$ cat config.mk
export PLATFORM = sky130hd
export DESIGN_NAME = cordic_rr_scheduler
export DESIGN_NICKNAME = d
export VERILOG_FILES = /design/src/rtl/cordic_sched_pkg.sv /design/src/rtl/cordic_rr_scheduler_rr_arbiter.sv /design/src/rtl/cordic_rr_scheduler.sv
export SDC_FILE = /design/constraint.sdc
export NUM_CORES = 1
export LEC_CHECK = 0
export BUFFER_PORTS_ARGS = -buffer_cell sky130_fd_sc_hd__buf_2
export CELL_PAD_IN_SITES_DETAIL_PLACEMENT = 1
export CELL_PAD_IN_SITES_GLOBAL_PLACEMENT = 1
export CORE_AREA = 2 2 285 287
export CTS_CLUSTER_SIZE = 40
export DETAILED_ROUTE_END_ITERATION = 7
export DIE_AREA = 0 0 287 289
export MAX_ROUTING_LAYER = met4
export PLACE_DENSITY_LB_ADDON = 0.25
export SLEW_MARGIN = 30
export SYNTH_ARGS = -nofsm -noshare
export SYNTH_HDL_FRONTEND = slang
export SYNTH_SLANG_ARGS = --single-unit
$ cat constraint.sdc
create_clock -name i_clk -period 5.6 [get_ports i_clk]
set_clock_uncertainty 0.15 [all_clocks]
set_input_delay 1.12 -clock i_clk [delete_from_list [all_inputs] [get_ports i_clk]]
set_output_delay 1.12 -clock i_clk [all_outputs]
set_load 0.05 [all_outputs]
$ cat src/rtl/cordic_sched_pkg.sv
// Shared types and constants for the CORDIC round-robin scheduler.
package cordic_sched_pkg;

  // Signed 2-bit mode encoding understood by the CORDIC core.
  localparam logic [1:0] HYPERBOLIC = 2'b11;
  localparam logic [1:0] LINEAR     = 2'b00;
  localparam logic [1:0] CIRCULAR   = 2'b01;

  // Wide enough for the largest supported requester count (8).
  localparam int TAG_ID_W = 3;

  typedef enum logic [1:0] {
    RUN,
    DRAIN,
    DRAINED
  } sched_state_t;

  // One delay-line entry: marks an operation in flight and its owner.
  typedef struct packed {
    logic                valid;
    logic [TAG_ID_W-1:0] id;
  } tag_t;

endpackage

$ cat src/rtl/cordic_rr_scheduler_rr_arbiter.sv
// Combinational round-robin arbiter: the search starts at i_ptr and wraps
// modulo N, returning a one-hot grant for the first active request.
module rr_arbiter #(
  parameter int N  = 4,
  parameter int PW = $clog2(N)
) (
  input  logic [N-1:0]  i_req,
  input  logic [PW-1:0] i_ptr,
  output logic [N-1:0]  o_gnt,
  output logic          o_any
);

  logic w_found;

  // Pick the first requester at or after the pointer, wrapping around.
  always_comb begin
    // NOTE: every output of a combinational block gets a default first, so no path leaves it unassigned and no latch is inferred.
    o_gnt   = '0;
    w_found = 1'b0;
    for (int k = 0; k < N; k++) begin
      for (int j = 0; j < N; j++) begin
        if (!w_found && i_req[j] && (j == (int'(i_ptr) + k) % N)) begin
          o_gnt[j] = 1'b1;
          w_found  = 1'b1;
        end
      end
    end
  end

  assign o_any = |i_req;

endmodule

$ cat src/rtl/cordic_rr_scheduler.sv
// Round-robin scheduler sharing one fixed-latency pipelined CORDIC core
// among N_REQ requesters. An ID delay line matched to the core latency
// routes each result back to its issuer; a drain FSM quiesces the core.
// Optional build macro: CORDIC_SCHED_STATS_EN adds per-requester 16-bit
// saturating issue counters (o_issue_cnt) with a synchronous clear.
module cordic_rr_scheduler
  import cordic_sched_pkg::*;
#(
  parameter  int N_REQ        = 4,
  parameter  int BITS         = 33,
  parameter  int CORE_LATENCY = 13,
  localparam int ID_W         = $clog2(N_REQ)
) (
  input  logic                  i_clk,
  input  logic                  i_rst_n,
  input  logic [N_REQ-1:0]      i_req,
  input  logic [N_REQ*BITS-1:0] i_x,
  input  logic [N_REQ*BITS-1:0] i_y,
  input  logic [N_REQ*BITS-1:0] i_z,
  input  logic [N_REQ*2-1:0]    i_mode,
  input  logic [N_REQ-1:0]      i_rot_en,
  output logic [N_REQ-1:0]      o_gnt,
  output logic                  o_core_ready,
  output logic [BITS-1:0]       o_core_x,
  output logic [BITS-1:0]       o_core_y,
  output logic [BITS-1:0]       o_core_z,
  output logic [1:0]            o_core_mode,
  output logic                  o_core_rot_en,
  input  logic                  i_core_valid,
  input  logic [BITS-1:0]       i_core_x,
  input  logic [BITS-1:0]       i_core_y,
  input  logic [BITS-1:0]       i_core_z,
  output logic [N_REQ-1:0]      o_res_valid,
  output logic [BITS-1:0]       o_res_x,
  output logic [BITS-1:0]       o_res_y,
  output logic [BITS-1:0]       o_res_z,
  output logic [ID_W-1:0]       o_res_id,
  input  logic                  i_drain,
  output logic                  o_idle,
  output logic                  o_err
`ifdef CORDIC_SCHED_STATS_EN
  ,
  output logic [N_REQ*16-1:0]   o_issue_cnt,
  input  logic                  i_stats_clr
`endif
);

  localparam int CNT_W = $clog2(CORE_LATENCY + 2) + 1;

  sched_state_t           r_state, w_state_next;
  logic [ID_W-1:0]        r_ptr;
  logic [N_REQ-1:0]       w_arb_gnt, w_gnt;
  logic                   w_arb_any, w_grant_en, w_issue;
  logic [ID_W-1:0]        w_gnt_idx;
  logic [BITS-1:0]        w_sel_x, w_sel_y, w_sel_z;
  logic [1:0]             w_sel_mode;
  logic                   w_sel_rot;
  tag_t                   r_tag [CORE_LATENCY+1];
  tag_t                   w_tail;
  logic [CNT_W-1:0]       r_inflight;
  logic [N_REQ-1:0]       w_tail_onehot;

  rr_arbiter #(.N(N_REQ), .PW(ID_W)) u_arb (
    .i_req (i_req),
    .i_ptr (r_ptr),
    .o_gnt (w_arb_gnt),
    .o_any (w_arb_any)
  );

  // Grants are only given while running; reset forces them low at once.
  assign w_gnt   = w_grant_en ? w_arb_gnt : '0;
  assign w_issue = w_grant_en & w_arb_any;
  assign o_gnt   = w_gnt;

  // Select the granted slot's operands and encode its index.
  always_comb begin
    w_gnt_idx  = '0;
    w_sel_x    = '0;
    w_sel_y    = '0;
    w_sel_z    = '0;
    w_sel_mode = '0;
    w_sel_rot  = 1'b0;
    for (int k = 0; k < N_REQ; k++) begin
      if (w_arb_gnt[k]) begin
        w_gnt_idx  = ID_W'(k);
        w_sel_x    = i_x[k*BITS +: BITS];
        w_sel_y    = i_y[k*BITS +: BITS];
        w_sel_z    = i_z[k*BITS +: BITS];
        w_sel_mode = i_mode[k*2 +: 2];
        w_sel_rot  = i_rot_en[k];
      end
    end
  end

  // Round-robin pointer moves past the winner only when a grant occurs.
  always_ff @(posedge i_clk or negedge i_rst_n) begin
    if (!i_rst_n) begin
      r_ptr <= '0;
    end else if (w_issue) begin
      // NOTE: sequential state uses non-blocking assignments so every register samples pre-edge values.
      r_ptr <= (w_gnt_idx == ID_W'(N_REQ - 1)) ? '0 : w_gnt_idx + 1'b1;
    end
  end

  // Issue register: strobe for one cycle, operands hold between issues.
  always_ff @(posedge i_clk or negedge i_rst_n) begin
    if (!i_rst_n) begin
      o_core_ready  <= 1'b0;
      o_core_x      <= '0;
      o_core_y      <= '0;
      o_core_z      <= '0;
      o_core_mode   <= '0;
      o_core_rot_en <= 1'b0;
    end else begin
      o_core_ready <= w_issue;
      if (w_issue) begin
        o_core_x      <= w_sel_x;
        o_core_y      <= w_sel_y;
        o_core_z      <= w_sel_z;
        o_core_mode   <= w_sel_mode;
        o_core_rot_en <= w_sel_rot;
      end
    end
  end

  // Tag delay line: stage 0 is loaded alongside the issue strobe, so the
  // tail lines up with the cycle the core raises its valid.
  always_ff @(posedge i_clk or negedge i_rst_n) begin
    if (!i_rst_n) begin
      // NOTE: this delay line is cleared on reset because stale valid bits would misroute results; plain data arrays need no reset.
      for (int i = 0; i <= CORE_LATENCY; i++) r_tag[i] <= '0;
    end else begin
      r_tag[0] <= '{valid: w_issue, id: TAG_ID_W'(w_gnt_idx)};
      for (int i = 1; i <= CORE_LATENCY; i++) r_tag[i] <= r_tag[i-1];
    end
  end

  assign w_tail = r_tag[CORE_LATENCY];

  // Decode the tail owner into a one-hot result strobe.
  always_comb begin
    w_tail_onehot = '0;
    for (int k = 0; k < N_REQ; k++) begin
      if (w_tail.id == TAG_ID_W'(k)) w_tail_onehot[k] = 1'b1;
    end
  end

  // Registered result bus; a tag/valid disagreement raises a sticky error.
  always_ff @(posedge i_clk or negedge i_rst_n) begin
    if (!i_rst_n) begin
      o_res_valid <= '0;
      o_res_x     <= '0;
      o_res_y     <= '0;
      o_res_z     <= '0;
      o_res_id    <= '0;
      o_err       <= 1'b0;
    end else begin
      o_res_valid <= (w_tail.valid && i_core_valid) ? w_tail_onehot : '0;
      if (w_tail.valid && i_core_valid) begin
        o_res_x  <= i_core_x;
        o_res_y  <= i_core_y;
        o_res_z  <= i_core_z;
        o_res_id <= w_tail.id[ID_W-1:0];
      end
      if (w_tail.valid != i_core_valid) o_err <= 1'b1;
    end
  end

  // In-flight count: issues add one, retirements at the tail subtract one.
  always_ff @(posedge i_clk or negedge i_rst_n) begin
    if (!i_rst_n) begin
      r_inflight <= '0;
    end else begin
      unique case ({o_core_ready, w_tail.valid})
        2'b10:   r_inflight <= r_inflight + 1'b1;
        2'b01:   r_inflight <= r_inflight - 1'b1;
        default: r_inflight <= r_inflight;
      endcase
    end
  end

  // Drain FSM state register.
  always_ff @(posedge i_clk or negedge i_rst_n) begin
    if (!i_rst_n) r_state <= RUN;
    else          r_state <= w_state_next;
  end

  // Drain FSM next state and outputs.
  always_comb begin
    w_state_next = r_state;
    w_grant_en   = 1'b0;
    o_idle       = 1'b0;
    unique case (r_state)
      RUN: begin
        w_grant_en = i_rst_n;
        if (i_drain) w_state_next = DRAIN;
      end
      DRAIN: begin
        if (!i_drain)                                    w_state_next = RUN;
        else if (r_inflight == '0 && !o_core_ready)      w_state_next = DRAINED;
      end
      DRAINED: begin
        o_idle = 1'b1;
        if (!i_drain) w_state_next = RUN;
      end
      default: w_state_next = RUN;
    endcase
  end

`ifdef CORDIC_SCHED_STATS_EN
  logic [15:0] r_issue_cnt [N_REQ];

  // Per-requester saturating issue counters; clear wins over increment.
  always_ff @(posedge i_clk or negedge i_rst_n) begin
    if (!i_rst_n) begin
      for (int k = 0; k < N_REQ; k++) r_issue_cnt[k] <= '0;
    end else begin
      for (int k = 0; k < N_REQ; k++) begin
        if (i_stats_clr)                                 r_issue_cnt[k] <= '0;
        else if (w_gnt[k] && r_issue_cnt[k] != 16'hFFFF) r_issue_cnt[k] <= r_issue_cnt[k] + 16'd1;
      end
    end
  end

  // Flatten the counters onto the output bus.
  always_comb begin
    o_issue_cnt = '0;
    for (int k = 0; k < N_REQ; k++) o_issue_cnt[k*16 +: 16] = r_issue_cnt[k];
  end
`endif

endmodule

==> flow_summary.json, run 1 <==
{
  "layout.cells.non_filler": 2826,
  "most-common-layout-cells": "buf_2, dfrtp_1, nand2_1",
  "viasPerCell": 4.11,
  "clock_path_buffers": 3,
  "dieArea_sq_mm": 0.0829,
  "power_uw": 10500,
  "ant_nets": 0,
  "fmax_mhz": 257,
  "rsz0062_at_grt": "no",
  "synth_cell_types": 43,
  "holdBufCountCts": 0,
  "post-route-period-util": 0.695,
  "cts_setup_buffers": 0,
  "fin_setup_tns_ns": 0,
  "cp_slowest_cell": "o31a_4",
  "critPathLaunchType": "primary input",
  "p_leak_uw": 0.00794,
  "htreeDepth": 2,
  "cts_root_buf": "clkbuf_16",
  "crit_path_max_fanout": 41,
  "grt_usage": 0.124,
  "fp.dieW_um": 287,
  "criticalPathCategory": "primary input to output port",
  "worst_pin_slew_ns": 0.939,
  "area_delta_synth_final_pct": 50.4,
  "cp-startpoint": "i_req[1]",
  "setup_viol": 0,
  "drv_slew": 0,
  "wl_per_cell_um": 18.7,
  "antenna_found_initial": 8,
  "crit_top_cell": "buf_2",
  "whs_endpoint": "r_tag[21]$_DFF_PN0_",
  "worstReg2RegStart": "r_ptr[1]$_DFFE_PN0P_",
  "cts_tree": "done",
  "regToRegEndpoint": "o_core_x[7]$_DFFE_PN0P_",
  "outcome": "finished, final reports clean",
  "drc": 0,
  "synth_ff_type": "dfrtp_1",
  "wl_um": 53000,
  "syn_inst": 1051,
  "required_ns": 4.33,
  "cts_buffers": 35,
  "placedCellCount": 2755,
  "avgSynthCellArea_sq_um": 11.2,
  "insertion_delay_ns": 0.55,
  "path_cells": "buf_2 -> a211oi_1 -> o31a_4 -> nor2b_1 -> buf_2",
  "dr.pass1.iters": 4,
  "num-nets-final": 2253,
  "min_path_type": "flip-flop to flip-flop",
  "ff2ff_setup_slack_ns": 2.57,
  "min_from": "r_tag[25]$_DFF_PN0_",
  "worst-r2r-cell-count": 6,
  "crit_arrival_ns": 2.62,
  "holdWs_ns": 0.183,
  "critPathCaptureType": "output port",
  "p_per_area_mw_per_mm2": 594,
  "post-route-min-period_ns": 3.89,
  "overflow": 0,
  "ys_ff_latch": 259,
  "max-slew-margin-rel": 0.374,
  "gp_congestion": 0.814,
  "drt_iter0_drc": 313,
  "clock_sinks": 259,
  "dp_hpwl_um": 39800,
  "seq_area_frac_synth": 0.549,
  "slowest_delay_ns": 0.54,
  "dpl_cell_area_sq_mm": 0.0166,
  "syn-cell-area_sq_mm": 0.0118,
  "hold_viol": 0,
  "mostFrequentLayoutCell": "buf_2",
  "io_buffers": 728,
  "multi_input_area_sq_mm": 0.00484,
  "design.core.area_sq_mm": 0.0799,
  "async_reset_ff_frac": 1.00,
  "regArea_sq_mm": 0.00648,
  "fill_cells": 9431,
  "worstHoldPathCells": 0,
  "maxCapViolCount": 0,
  "drive_gt1_frac": 0.521,
  "finalInstanceArea_sq_mm": 0.0178,
  "clkTransAtPathRegs_ns": 0.05,
  "synth_edf_count": 0,
  "die_h_um": 289,
  "grt_pass1_vias": 12600,
  "grt_max_degree": 106,
  "start_util": 0.148,
  "synth_warnings": 0,
  "cts_resized": 0,
  "num_vias": 11600,
  "irDropWorstVdd_uv": 261,
  "syn_nets": 1572,
  "io_pins": 729,
  "row_count": 104,
  "grt_pass1_wl_um": 76600
}
## critical path, delay by kind of cell
kind / cells / cell delay (ns)
AO/OA/AOI/OAI: 2 / 0.88
buffers and inverters: 2 / 0.41
AND/OR/NAND/NOR: 1 / 0.19
## cell families (layout without fill, tap and decap cells)
| family | count (synthesis) | count (layout) | share of synthesized area |
|---|---|---|---|
| AOI/OAI and AO/OA | 324 | 324 | 0.193 |
| DFF | 259 | 259 | 0.549 |
| and+or+nand+nor | 244 | 244 | 0.107 |
| buffers and inverters | 113 | 819 | 0.0443 |
| muxes | 101 | 101 | 0.0962 |
| adders and majority gates | 6 | 6 | 0.00699 |
| xor gates and xnor gates | 4 | 4 | 0.00297 |
| other | 0 | 9 | 0 |
## synth_stat cells, drive strengths merged (2+ instances only)
| library cell | number | area share |
|---|---|---|
| a31oi | 102 | 0.054 |
| buf | 46 | 0.022 |
| or2b | 24 | 0.015 |
| and3b | 2 | 0.0015 |
| clkbuf | 59 | 0.019 |
| nor2 | 9 | 0.0029 |
| xor2 | 2 | 0.0015 |
| nand3 | 3 | 0.0013 |
| a21oi | 2 | 0.00085 |
| dfrtp | 259 | 0.55 |
| mux2 | 100 | 0.095 |
| xnor2 | 2 | 0.0015 |
| inv | 8 | 0.0025 |
| and3 | 3 | 0.0020 |
| a221oi | 102 | 0.076 |
| nand2 | 112 | 0.036 |
| ha | 5 | 0.0053 |
| a21o | 2 | 0.0013 |
| o22ai | 102 | 0.054 |
| o21ai | 8 | 0.0034 |
| nand2b | 79 | 0.042 |
| nor2b | 4 | 0.0021 |
## layout make-up
class / instances / share of cell area
inverter: 8 / 0.00169
timing repair buffer: 749 / 0.220
tap: 1060 / 0.0747
clock inverter: 14 / 0.00761
antenna: 9 / 0.00127
sequential: 259 / 0.365
multi-input combinational: 679 / 0.272
clock buffer: 48 / 0.0577
## metrics by stage
step | setup slack, ns | utilization
floorplan | 1.58 | -
global placement | 1.49 | 0.206
detailed placement | 1.44 | 0.207
CTS | 1.43 | 0.222
global route | 1.63 | 0.222
finish | 1.71 | 0.222
## how the worst max path moves through the flow
stage / endpoint / slack [ns] / cells after the start
floorplan: o_gnt[0] / 1.58 / 5
global placement: o_gnt[0] / 1.49 / 5
detailed placement: o_gnt[0] / 1.44 / 5
CTS: o_gnt[0] / 1.43 / 5
global route: o_gnt[0] / 1.63 / 5
finish: o_gnt[0] / 1.71 / 5
## flip-flops by register name (all words and copies together), names as in the netlist, 2 cells and up
name         cells
r_tag           42
o_core_x        33
o_core_y        33
o_core_z        33
o_res_x         33
o_res_y         33
o_res_z         33
r_inflight       5
o_res_valid      4
o_core_mode      2
o_res_id         2
r_ptr            2
r_state          2
## routing by layer
metal	routed length [um]	GRT usage	up-vias	part of all wire
met5	0	-	-	0
met4	1210	0.0374	0	0.023
met3	4680	0.0411	68	0.088
met2	26900	0.217	510	0.51
met1	20200	0.132	5693	0.38
li1	-	-	5347	-
## power by group
group	total [uW]	leakage, uW	switching [uW]	internal, uW
logic	5220	0.00432	3830	1400
clock network	2260	0.000580	922	1340
registers	3060	0.00305	420	2640
total	10500	0.00794	5170	5380
Power figures use the tool's default switching activity.
==> run 2: changes to the inputs <==
Settings changed: CORE_AREA 2 2 285 287 to 2 2 288 290, DIE_AREA 0 0 287 289 to 0 0 290 292.
Clock period 5.6 ns to 3.4 ns, I/O delays scaled along.
==> run 2 against run 1 <==
  * Clock-buffer cell count down 1
  * Sequential power rose by 64%
  * Clock power is 69% higher
  * Die area grew 2.1%
==> flow_summary.json, run 2 (same netlist as run 1, synthesis figures left out) <==
{
  "power_uw": 17600,
  "most-common-layout-cells": "buf_2, dfrtp_1, nand2_1",
  "required_ns": 2.57,
  "post-route-min-period_ns": 2.94,
  "regToRegEndpoint": "o_core_x[8]$_DFFE_PN0P_",
  "clkTransAtPathRegs_ns": 0.06,
  "drv_slew": 0,
  "crit_family": "flip-flops",
  "insertion_delay_ns": 0.55,
  "wl_met1_um": 21200,
  "critical_path_buf_inv_count": 2,
  "cts_setup_buffers": 0,
  "slowest_delay_ns": 0.51,
  "cp_slowest_cell": "dfrtp_1",
  "clock_path_buffers": 3,
  "rsz0062_at_grt": "no",
  "hold_viol": 0,
  "grt_pass1_vias": 13000,
  "regArea_sq_mm": 0.00648,
  "grt_usage": 0.128,
  "worst_pin_slew_ns": 0.885,
  "grt_max_degree": 137,
  "ant_nets": 0,
  "min_path_type": "primary input to asynchronous set/reset pin",
  "cts_buffers": 35,
  "drc": 0,
  "wl_met2_um": 27500,
  "grt_pass1_wl_um": 80800,
  "wl_per_cell_um": 19.1,
  "p_per_area_mw_per_mm2": 981,
  "cts_resized": 0,
  "criticalPathCategory": "flip-flop to output port",
  "largest-register": "r_tag",
  "wl_um": 54400,
  "max-slew-margin-rel": 0.410,
  "maxCapViolCount": 0,
  "crit_arrival_ns": 2.11,
  "fmax_mhz": 340,
  "gp_congestion": 0.830,
  "holdBufCountCts": 0,
  "htreeDepth": 2,
  "viasPerCell": 4.08,
  "drt_iter0_drc": 235,
  "dp_hpwl_um": 42000,
  "fill_cells": 9566,
  "ff2ff_setup_slack_ns": 0.69,
  "setup_viol": 0,
  "cts_tree": "done",
  "critPathLaunchType": "flip-flop",
  "fin_setup_tns_ns": 0,
  "area_delta_synth_final_pct": 51.5,
  "multi_input_area_sq_mm": 0.00483,
  "dieArea_sq_mm": 0.0847,
  "outcome": "finished, final reports clean",
  "num-nets-final": 2263,
  "io_buffers": 728,
  "cts_root_buf": "clkbuf_16",
  "io_pins": 729,
  "mostFrequentLayoutCell": "buf_2",
  "path_cells": "inv_1 -> a211oi_1 -> o31a_2 -> nor2b_1 -> buf_2",
  "drive_gt1_frac": 0.521,
  "setup.worst_path.end": "o_gnt[0]",
  "fp.dieW_um": 290,
  "dr.pass1.iters": 4,
  "post-route-period-util": 0.866,
  "largest_register_ff_count": 42,
  "clock_sinks": 259,
  "worst-r2r-cell-count": 6,
  "top_layer": "met4",
  "start_util": 0.145,
  "design.core.area_sq_mm": 0.0816,
  "die_h_um": 292,
  "antenna_found_initial": 10,
  "worstReg2RegStart": "r_state[0]$_DFFE_PN0P_",
  "row_count": 105,
  "critical_path_depth": 5,
  "dr_wl_met3_um": 4160,
  "p_leak_uw": 0.00800,
  "irDropWorstVdd_uv": 281,
  "critPathCaptureType": "output port",
  "overflow": 0,
  "crit_path_max_fanout": 9,
  "cp-startpoint": "r_ptr[1]$_DFFE_PN0P_",
  "num_vias": 11600
}
## run 2: changes by cell type in the layout (fill, tap and decap cells not counted), sizes merged
cell      change
buf          +10
clkinv        -5
bufinv        +3
clkbuf        -1
clkinvlp      -1
## run 2: area by class of cell
class | instances | area share
tap | 1070 | 0.0748
antenna | 9 | 0.00126
timing repair buffer | 759 | 0.224
multi-input combinational | 679 | 0.270
sequential | 259 | 0.362
clock inverter | 11 | 0.0108
clock buffer | 47 | 0.0548
inverter | 8 | 0.00168
## run 2: power by group
part	internal, uW	total (uW)	switching [uW]
logic	2360	8710	6360
registers	4350	5030	675
clock network	2330	3810	1480
total	9040	17600	8510
## run 2: routing by layer
| metal | up-vias | global-route usage |
|---|---|---|
| li1 | 5360 | - |
| met1 | 5633 | 0.141 |
| met5 | - | - |
| met3 | 68 | 0.0342 |
| met4 | 0 | 0.0418 |
| met2 | 536 | 0.223 |
## run 2: worst min path at each step
stage	to	slack, ns	cells after the start
global placement	r_tag[11]$_DFF_PN0_	0.18	0
finish	r_tag[36]$_DFF_PN0_	0.13	2
floorplan	r_tag[0]$_DFF_PN0_	0.18	0
detailed placement	r_tag[29]$_DFF_PN0_	0.19	0
global route	o_core_y[1]$_DFFE_PN0P_	0.15	2
CTS	o_core_y[1]$_DFFE_PN0P_	0.13	2
## run 2: per-stage QoR
stage / util / hold WS, ns / area [sq um] / setup WS, ns / cells
after floorplan: - / 0.181 / 11800 / 0.265 / 1051
after global routing: 0.219 / 0.148 / 17900 / 0.280 / 2841
after CTS: 0.219 / 0.128 / 17900 / 0.407 / 2833
after detailed placement: 0.205 / 0.186 / 16700 / 0.410 / 2775
after global placement: 0.205 / 0.183 / 16700 / 0.551 / 2775
final: 0.219 / 0.127 / 17900 / 0.456 / 2842
